==> src/rtl/ras_ctrl.sv <==
// Sequencer between the fetch/decode front end and the return address stack.
// Gates push/pop/branch/close strobes, tracks open checkpoints, registers return predictions.
module ras_ctrl #(
    parameter int WIDTH         = 32,
    parameter int MAX_BRANCHES  = 16,
    parameter int ADDR_BRANCHES = 4
) (
    input  logic                     clk,
    input  logic                     reset,
    input  logic                     req_valid,
    output logic                     req_ready,
    input  logic                     req_call,
    input  logic                     req_ret,
    input  logic                     req_branch,
    input  logic [WIDTH-1:0]         req_addr,
    input  logic                     res_valid,
    input  logic                     res_mispredict,
    output logic                     res_ready,
    output logic                     ras_push,
    output logic                     ras_pop,
    output logic                     ras_branch,
    output logic                     ras_close_valid,
    output logic                     ras_close_invalid,
    output logic [WIDTH-1:0]         ras_din,
    input  logic [WIDTH-1:0]         ras_dout,
    input  logic                     ras_empty,
    output logic                     pred_valid,
    output logic [WIDTH-1:0]         pred_addr,
    output logic                     pred_empty,
    output logic [ADDR_BRANCHES:0]   outstanding,
    output logic [1:0]               dbg_state
);

    // Handshakes: a request is taken when req_valid && req_ready, a resolve
    // when res_valid && res_ready; both are decided combinationally in-cycle.
    typedef enum logic [1:0] {
        ST_RUN     = 2'd0,
        ST_SETTLE  = 2'd1,
        ST_RECOVER = 2'd2
    } state_t;

    localparam logic [ADDR_BRANCHES:0] MAX_CNT = (ADDR_BRANCHES+1)'(MAX_BRANCHES);

    state_t                 r_state;
    state_t                 w_state_nxt;
    logic [ADDR_BRANCHES:0] r_outstanding;
    logic                   r_pred_valid;
    logic                   r_pred_empty;

    logic w_res_ready;
    logic w_req_ready;
    logic w_res_acc;
    logic w_req_acc;
    logic w_mispredict_acc;

    always_comb begin
        w_res_ready      = !reset && (r_state == ST_RUN) && (r_outstanding != '0);
        w_res_acc        = res_valid && w_res_ready;
        w_mispredict_acc = w_res_acc && res_mispredict;
        // A flush blocks everything; a correct close only blocks opening a new checkpoint.
        w_req_ready      = !reset && (r_state != ST_RECOVER) && !w_mispredict_acc &&
                           !(req_branch && ((r_outstanding == MAX_CNT) || w_res_acc));
        w_req_acc        = req_valid && w_req_ready;
    end

    always_comb begin
        w_state_nxt = r_state;
        case (r_state)
            ST_RUN: begin
                if (w_res_acc) w_state_nxt = res_mispredict ? ST_RECOVER : ST_SETTLE;
            end
            ST_SETTLE:  w_state_nxt = ST_RUN;
            ST_RECOVER: w_state_nxt = ST_RUN;
            default:    w_state_nxt = ST_RUN;
        endcase
    end

    always_ff @(posedge clk) begin
        if (reset) begin
            r_state <= ST_RUN;
        end else begin
            r_state <= w_state_nxt;
        end
    end

    always_ff @(posedge clk) begin
        if (reset) begin
            r_outstanding <= '0;
        end else if (w_mispredict_acc) begin
            r_outstanding <= '0;
        end else if (w_req_acc && req_branch) begin
            r_outstanding <= r_outstanding + 1'b1;
        end else if (w_res_acc) begin
            r_outstanding <= r_outstanding - 1'b1;
        end
    end

    // The stack delivers the pre-push top one cycle later, so the prediction
    // qualifier is registered while the address itself passes through.
    always_ff @(posedge clk) begin
        if (reset) begin
            r_pred_valid <= 1'b0;
            r_pred_empty <= 1'b0;
        end else begin
            r_pred_valid <= w_req_acc && req_ret;
            r_pred_empty <= w_req_acc && req_ret && ras_empty && !req_call;
        end
    end

    always_comb begin
        req_ready         = w_req_ready;
        res_ready         = w_res_ready;
        ras_push          = w_req_acc && req_call;
        ras_branch        = w_req_acc && req_branch;
        ras_pop           = w_req_acc && req_ret && !(ras_empty && !req_call);
        ras_close_valid   = w_res_acc && !res_mispredict;
        ras_close_invalid = w_mispredict_acc;
        ras_din           = req_addr;
        pred_valid        = r_pred_valid;
        pred_empty        = r_pred_empty;
        pred_addr         = (r_pred_valid && !r_pred_empty) ? ras_dout : '0;
        outstanding       = r_outstanding;
        dbg_state         = r_state;
    end

endmodule

==> config.mk <==
export PLATFORM = sky130hd
export DESIGN_NAME = ras_ctrl
export DESIGN_NICKNAME = d
export VERILOG_FILES = /design/src/rtl/ras_ctrl.sv
export SDC_FILE = /design/constraint.sdc
export NUM_CORES = 1
export LEC_CHECK = 0
export CAP_MARGIN = 20
export CORE_MARGIN = 4
export CORE_UTILIZATION = 22
export DETAILED_ROUTE_END_ITERATION = 10
export PLACE_DENSITY_LB_ADDON = 0.08
export SLEW_MARGIN = 20
export SYNTH_ARGS = -nofsm -noshare
export SYNTH_HDL_FRONTEND = slang
export SYNTH_SLANG_ARGS = --single-unit
==> constraint.sdc <==
create_clock -name clk -period 3.2 [get_ports clk]
set_clock_uncertainty 0.2 [all_clocks]
set_input_delay 0.64 -clock clk [delete_from_list [all_inputs] [get_ports clk]]
set_output_delay 0.64 -clock clk [all_outputs]
set_load 0.005 [all_outputs]
# Yosys cells after proc, flatten, opt, wreduce, memory -nomap -nowiden
# Index checks and enable logic that the tools add are counted.
dict set report totals {
  register_bits 9
  latchBits 0
  ram_bits 0
  romBits 0
  inputBits 73
  wordCells 44
  n_memories 0
}
dict set report classes {
  add_sub_neg 2
  n_mul 0
  div 0
  order_cmp 0
  eq_ne 2
  shifts 0
  n_mux 4
  bitwise_logic 1
  reduce_logical 31
}
# operator count
set ops {}
lappend ops {{32-bit 2-to-1 mux} 1}
lappend ops {{1-bit logical AND} 18}
lappend ops {{5-bit 2-to-1 mux} 2}
lappend ops {{1-bit zero test} 7}
lappend ops {{5-bit by 1-bit adder with 5-bit output (second input constant)} 1}
lappend ops {{5-bit equality test (second input constant)} 1}
lappend ops {{5-bit nonzero test} 1}
lappend ops {{5-bit by 1-bit subtractor with 5-bit output (second input constant)} 1}
lappend ops {{2-bit OR reduction} 2}
lappend ops {{2-bit zero test} 1}
lappend ops {{2-bit 2-to-1 mux} 1}
lappend ops {{2-bit inequality test (second input constant)} 1}
lappend ops {{2-bit nonzero test} 1}
lappend ops {{1-bit logical OR} 1}
lappend ops {{1-bit NOT} 1}

# Longest topological paths before layout
dict set report logic_depth {
  word_depth 12
  ltp_mapped 9
  ltp_nobuf 9
}

# Least setup slack after synthesis
# OpenSTA, ideal clock, no wires.
dict set report synth_path {
  kind {flip-flop to flip-flop}
  from {reg r_outstanding[0] (netlist: outstanding[0])}
  to {reg r_outstanding[4] (netlist: outstanding[4])}
  setup_time_ns 0.123
  arrival_ns 2.730
  required_time_ns 2.877
  slack_ns 0.146
  path_stages_with_launch 9
  path_cell_list {dfxtp_1 > or4_4 > o211a_1 > nand4b_4 > fa_1 > a21o_1 > a21oi_1 > mux2i_1 > mux2_1}
}
dict set report synth_via {
  elab_chain_len 10
  elab_cells_between_ends 19
}
# element line_no
set synth_lines {}
lappend synth_lines {{start: declaration} 46} ;# logic [ADDR_BRANCHES:0] r_outstanding;
lappend synth_lines {{start signal: assignment} 92} ;# r_outstanding <= r_outstanding + 1'b1;
lappend synth_lines {{start signal: assignment} 94} ;# r_outstanding <= r_outstanding - 1'b1;
lappend synth_lines {{5-bit nonzero test *} 57} ;# w_res_ready = !reset && (r_state == ST_RUN) && (r_outstanding != '0);
lappend synth_lines {{1-bit logical AND *} 57}
lappend synth_lines {{1-bit logical AND *} 58} ;# w_res_acc = res_valid && w_res_ready;
lappend synth_lines {{1-bit logical AND *} 59} ;# w_mispredict_acc = w_res_acc && res_mispredict;
lappend synth_lines {{net ras_close_invalid} 23} ;# output logic ras_close_invalid,
lappend synth_lines {{1-bit zero test} 61} ;# w_req_ready = !reset && (r_state != ST_RECOVER) && !w_mispredict_acc &&
lappend synth_lines {{1-bit logical AND (2 in series)} 61}
lappend synth_lines {{1-bit logical AND} 63} ;# w_req_acc = req_valid && w_req_ready;
lappend synth_lines {{1-bit logical AND} 91} ;# end else if (w_req_acc && req_branch) begin
lappend synth_lines {{5-bit 2-to-1 mux or 2-bit nonzero test (tied branches)} n/a}
# Mark *: on every way through the listed nets, which the timed path passes. The rest lies on a longest branch. The select of a mux whose other input is x is not followed.
# A chain may end at the register's enable or synchronous reset.

# Worst setup path in the final report
dict set report layout_path {
  from {in res_valid}
  to {reg r_outstanding[4] (netlist: outstanding[4])}
}
dict set report layout_via {
  elab_chain_len 8
  elab_cells_between_ends 13
}
# element line_no
set layout_lines {}
lappend layout_lines {{start: declaration} 16} ;# input logic res_valid,
lappend layout_lines {{1-bit logical AND *} 58}
lappend layout_lines {{1-bit logical AND or 1-bit logical OR (tied branches)} {59, 62}}
lappend layout_lines {{1-bit zero test or 1-bit logical AND (tied branches)} {61, 62}}
lappend layout_lines {{1-bit logical AND or 1-bit zero test (tied branches)} {61, 62}}
lappend layout_lines {{1-bit logical AND} 61}
lappend layout_lines {{1-bit logical AND} 63}
lappend layout_lines {{1-bit logical AND} 91}
lappend layout_lines {{5-bit 2-to-1 mux or 2-bit nonzero test (tied branches)} n/a}
# Mark *: on every way between the ends. The rest lies on a longest branch, timed or not.

==> out/metrics.csv <==
stage;metric;value;unit
run_status;outcome;complete, no violations;
finish;ant diodes;0;
grt;All-Layer GR Usage;11.3;%
die;Core Area;0.00469;mm²
synth;Synth Area per Inst;8.30;µm²
cts;buffers from clock root to sink, at most;2;
cts;CTS tree;done;
drt;drt drc;0;
drt;drt pass-1 iters;2;
sta;final worst setup slack;0.0893;ns
synth;Cell Area, Synth;0.00106;mm²
grt;vias in the first global route;1087;
die;row cnt;25;
grt;largest net degree at the start of global routing;33;
power;Pwr Total;950;µW
sta;Fin. Hold Viols;0;
critical_path;Worst Setup End Kind;register;
synth;Cell variety after synth;30;
power;leakage power;0.000885;µW
drt;post-route ant nets;0;
critical_path;Worst setup SP type;primary input;
sta;Max Clk Rate;321;MHz
job;Max-Cap Viols;0;
die;die height;77.5;µm
power;internal power;618;µW
grt;first-pass GRT wire length;5.46;mm
finish;synth-to-layout area growth;84.9;%
grt;GRT overflow;0;
critical_path;critical path fanouts, max;5;
drt;WL/cell;14.0;µm
die;Die ar.;0.00600;mm²
cts;Clock Tree Root;clkbuf_8;
sta;Tightest Pin Transition;0.391;ns
finish;share of layout cells above drive strength 1;15.7;%
drt;vias per cell;4.45;
power;clock power share;14.8;%
power;PwrDens;484;mW/mm²
placed_design;dpl hpwl;3.14;mm
finish;nets@finish;282;
finish;# fillers;488;
synth;Synth Instances;128;
power;Net Sw Frac;34.9;%
cts;Clock transition at path regs;0.05;ns
synth;async set-reset flop share out of synthesis;0;%
drt;final wirelength;3.61;mm
cts;Num Clock Sinks;9;
placed_design;post-place setup slack;-0.230;ns
synth;Post-synth EDFFs;0;
cts;Worst-Skew Late Latency;0.24;ns
synth;YS warnings;0;
critical_path;CP Data Arrival Time;3.04;ns
synth;Post-Syn Nets;205;
cts;CTS Buf Count;3;
cts;CTS Hold Buffers Added;0;
power;logic gate share of total power;67.0;%
sta;Max-Slew Margin vs Limit;73.3;%
die;IO Count;153;
critical_path;worst path required time;3.13;ns
synth;post-synthesis sequential area ratio;17.0;%
sta;final slew viol count;0;
grt;antenna violations before repair;0;
placed_design;count of input and output buffers;88;
placed_design;RePlAce Congestion;0.769;
sta;Final Setup Violations;0;
sta;crit path time final;3.11;ns
synth;flops & latches, synth;9;
die;Initial Utilization;22.6;%
power;Switch Pwr;332;µW
drt;DRT iter0 DRCs;12;
drt;Vias;1148;
critical_path;critical path type;in2reg;
synth;Main synth FF type;dfxtp_1;
cts;CTS H-Tree Depth;1;
power;IR drop worst, VDD;0.342;mV
sta;post-route clock period utilization;97.2;%
min_path;Worst Hold Class;reg2reg;
power;Seq pwr share;18.3;%
die;Die Wd;77.5;µm
==> cells in the final DEF, fill, tap and decap left out, types with 2 or more instances in the layout <==
cell	n
and2_1	33
nor2_1	8
ha_1	3
a21o_1	2
dlymetal6s2s_1	2
buf_4	20
clkbuf_8	3
xor2_1	2
clkdlybuf4s50_1	82
dlygate4sd2_1	3
o211a_1	2
dfxtp_1	9
mux2i_1	4
a21oi_1	3
inv_1	7
==> worst max-delay path: stages <==
cell and delay [ns]:
clkdlybuf4s50_1 0.40, nor4b_4 0.14, buf_4 0.14, mux2i_4 0.21, nand4b_4 0.17, fa_1 0.47
a21o_1 0.18, a21oi_2 0.14, mux2i_1 0.21, mux2_1 0.32
==> power groups by stage <==
| stage | Clock (µW) | Combinational [µW] | Sequential [µW] |
|---|---|---|---|
| after global placement | 0 | 617 | 173 |
| after CTS | 145 | 634 | 173 |
| after global routing | 152 | 693 | 177 |
| final | 140 | 636 | 173 |
| after floorplan | 0 | 331 | 183 |
| after detailed placement | 0 | 618 | 175 |
==> state kept, by name, indices dropped and copies added (netlist names) <==
| name | count |
|---|---|
| dbg_state | 2 |
| pred_empty | 1 |
| pred_valid | 1 |
| outstanding | 5 |
==> stage by stage <==
step / cells / hold slack, ns / cell area, µm² / setup TNS (ns) / utilization, %
final: 258 / 0.404 / 1960 / 0 / 41.9
after global routing: 258 / 0.445 / 1960 / -0.00730 / 41.9
after CTS: 257 / 0.397 / 1950 / 0 / 41.5
after detailed placement: 250 / 0.386 / 1880 / -0.703 / 40.0
after global placement: 250 / 0.394 / 1880 / -0.548 / 40.0
after floorplan: 128 / 0.350 / 1060 / 0 / -
==> area by class of cell <==
| class | instances | area [µm²] | area share, % |
|---|---|---|---|
| clock buffers | 4 | 45.0 | 2.29 |
| inverters | 7 | 26.3 | 1.34 |
| multi-input cells | 76 | 613 | 31.2 |
| flip-flops and latches | 9 | 180 | 9.17 |
| well taps | 54 | 67.6 | 3.44 |
| repair buffers | 108 | 1030 | 52.5 |
==> logic make-up (layout without fill, tap and decap cells) <==
logic type	Yosys count	after routing	share of synthesized area (%)
DFF	9	9	17.0
AOI/OAI and AO/OA	13	13	9.42
buffers and inverters	43	119	26.5
muxes	6	6	6.95
xor gates and xnor gates	3	3	2.47
adders and majority gates	4	4	5.42
and+or+nand+nor	50	50	32.3
==> path summary, 6_finish.rpt <==
kind | start | to | slack, ns | depth (start not counted)
max reg2reg | outstanding[3]$_SDFFE_PP0P_ | outstanding[4]$_SDFFE_PP0P_ | 0.21 | 8
min reg2reg | outstanding[2]$_SDFFE_PP0P_ | outstanding[2]$_SDFFE_PP0P_ | 0.40 | 2
min | outstanding[2]$_SDFFE_PP0P_ | outstanding[2]$_SDFFE_PP0P_ | 0.40 | 2
max | res_valid | outstanding[4]$_SDFFE_PP0P_ | 0.09 | 10
==> cell usage after synthesis (2+ instances only) <==
cell | instances | area share [%]
ha_1 | 3 | 3.5
and2_1 | 33 | 19
a21oi_1 | 4 | 1.9
inv_1 | 7 | 2.5
mux2i_1 | 4 | 3.8
xor2_1 | 2 | 1.6
a21o_1 | 2 | 1.4
nor2_1 | 8 | 2.8
o211a_1 | 2 | 1.9
dfxtp_1 | 9 | 17
buf_4 | 32 | 23
clkbuf_1 | 4 | 1.4
==> metal layers <==
| metal | part of all wire [%] | track usage (%) | vias up |
|---|---|---|---|
| li1 | - | - | 535 |
| met1 | 35 | 11.2 | 528 |
| met2 | 53 | 21.0 | 80 |
| met3 | 11 | 5.10 | 5 |
| met4 | 1.3 | 3.74 | 0 |
| met5 | 0 | 0 | - |
==> timing repair <==
action                     CTS  global route
pin swaps                    2             2
gates cloned                 0             0
buffers inserted             3             3
setup endpoints to repair    5             5
resized for setup            5             4
No activity file was read; power rests on OpenSTA's default activity.
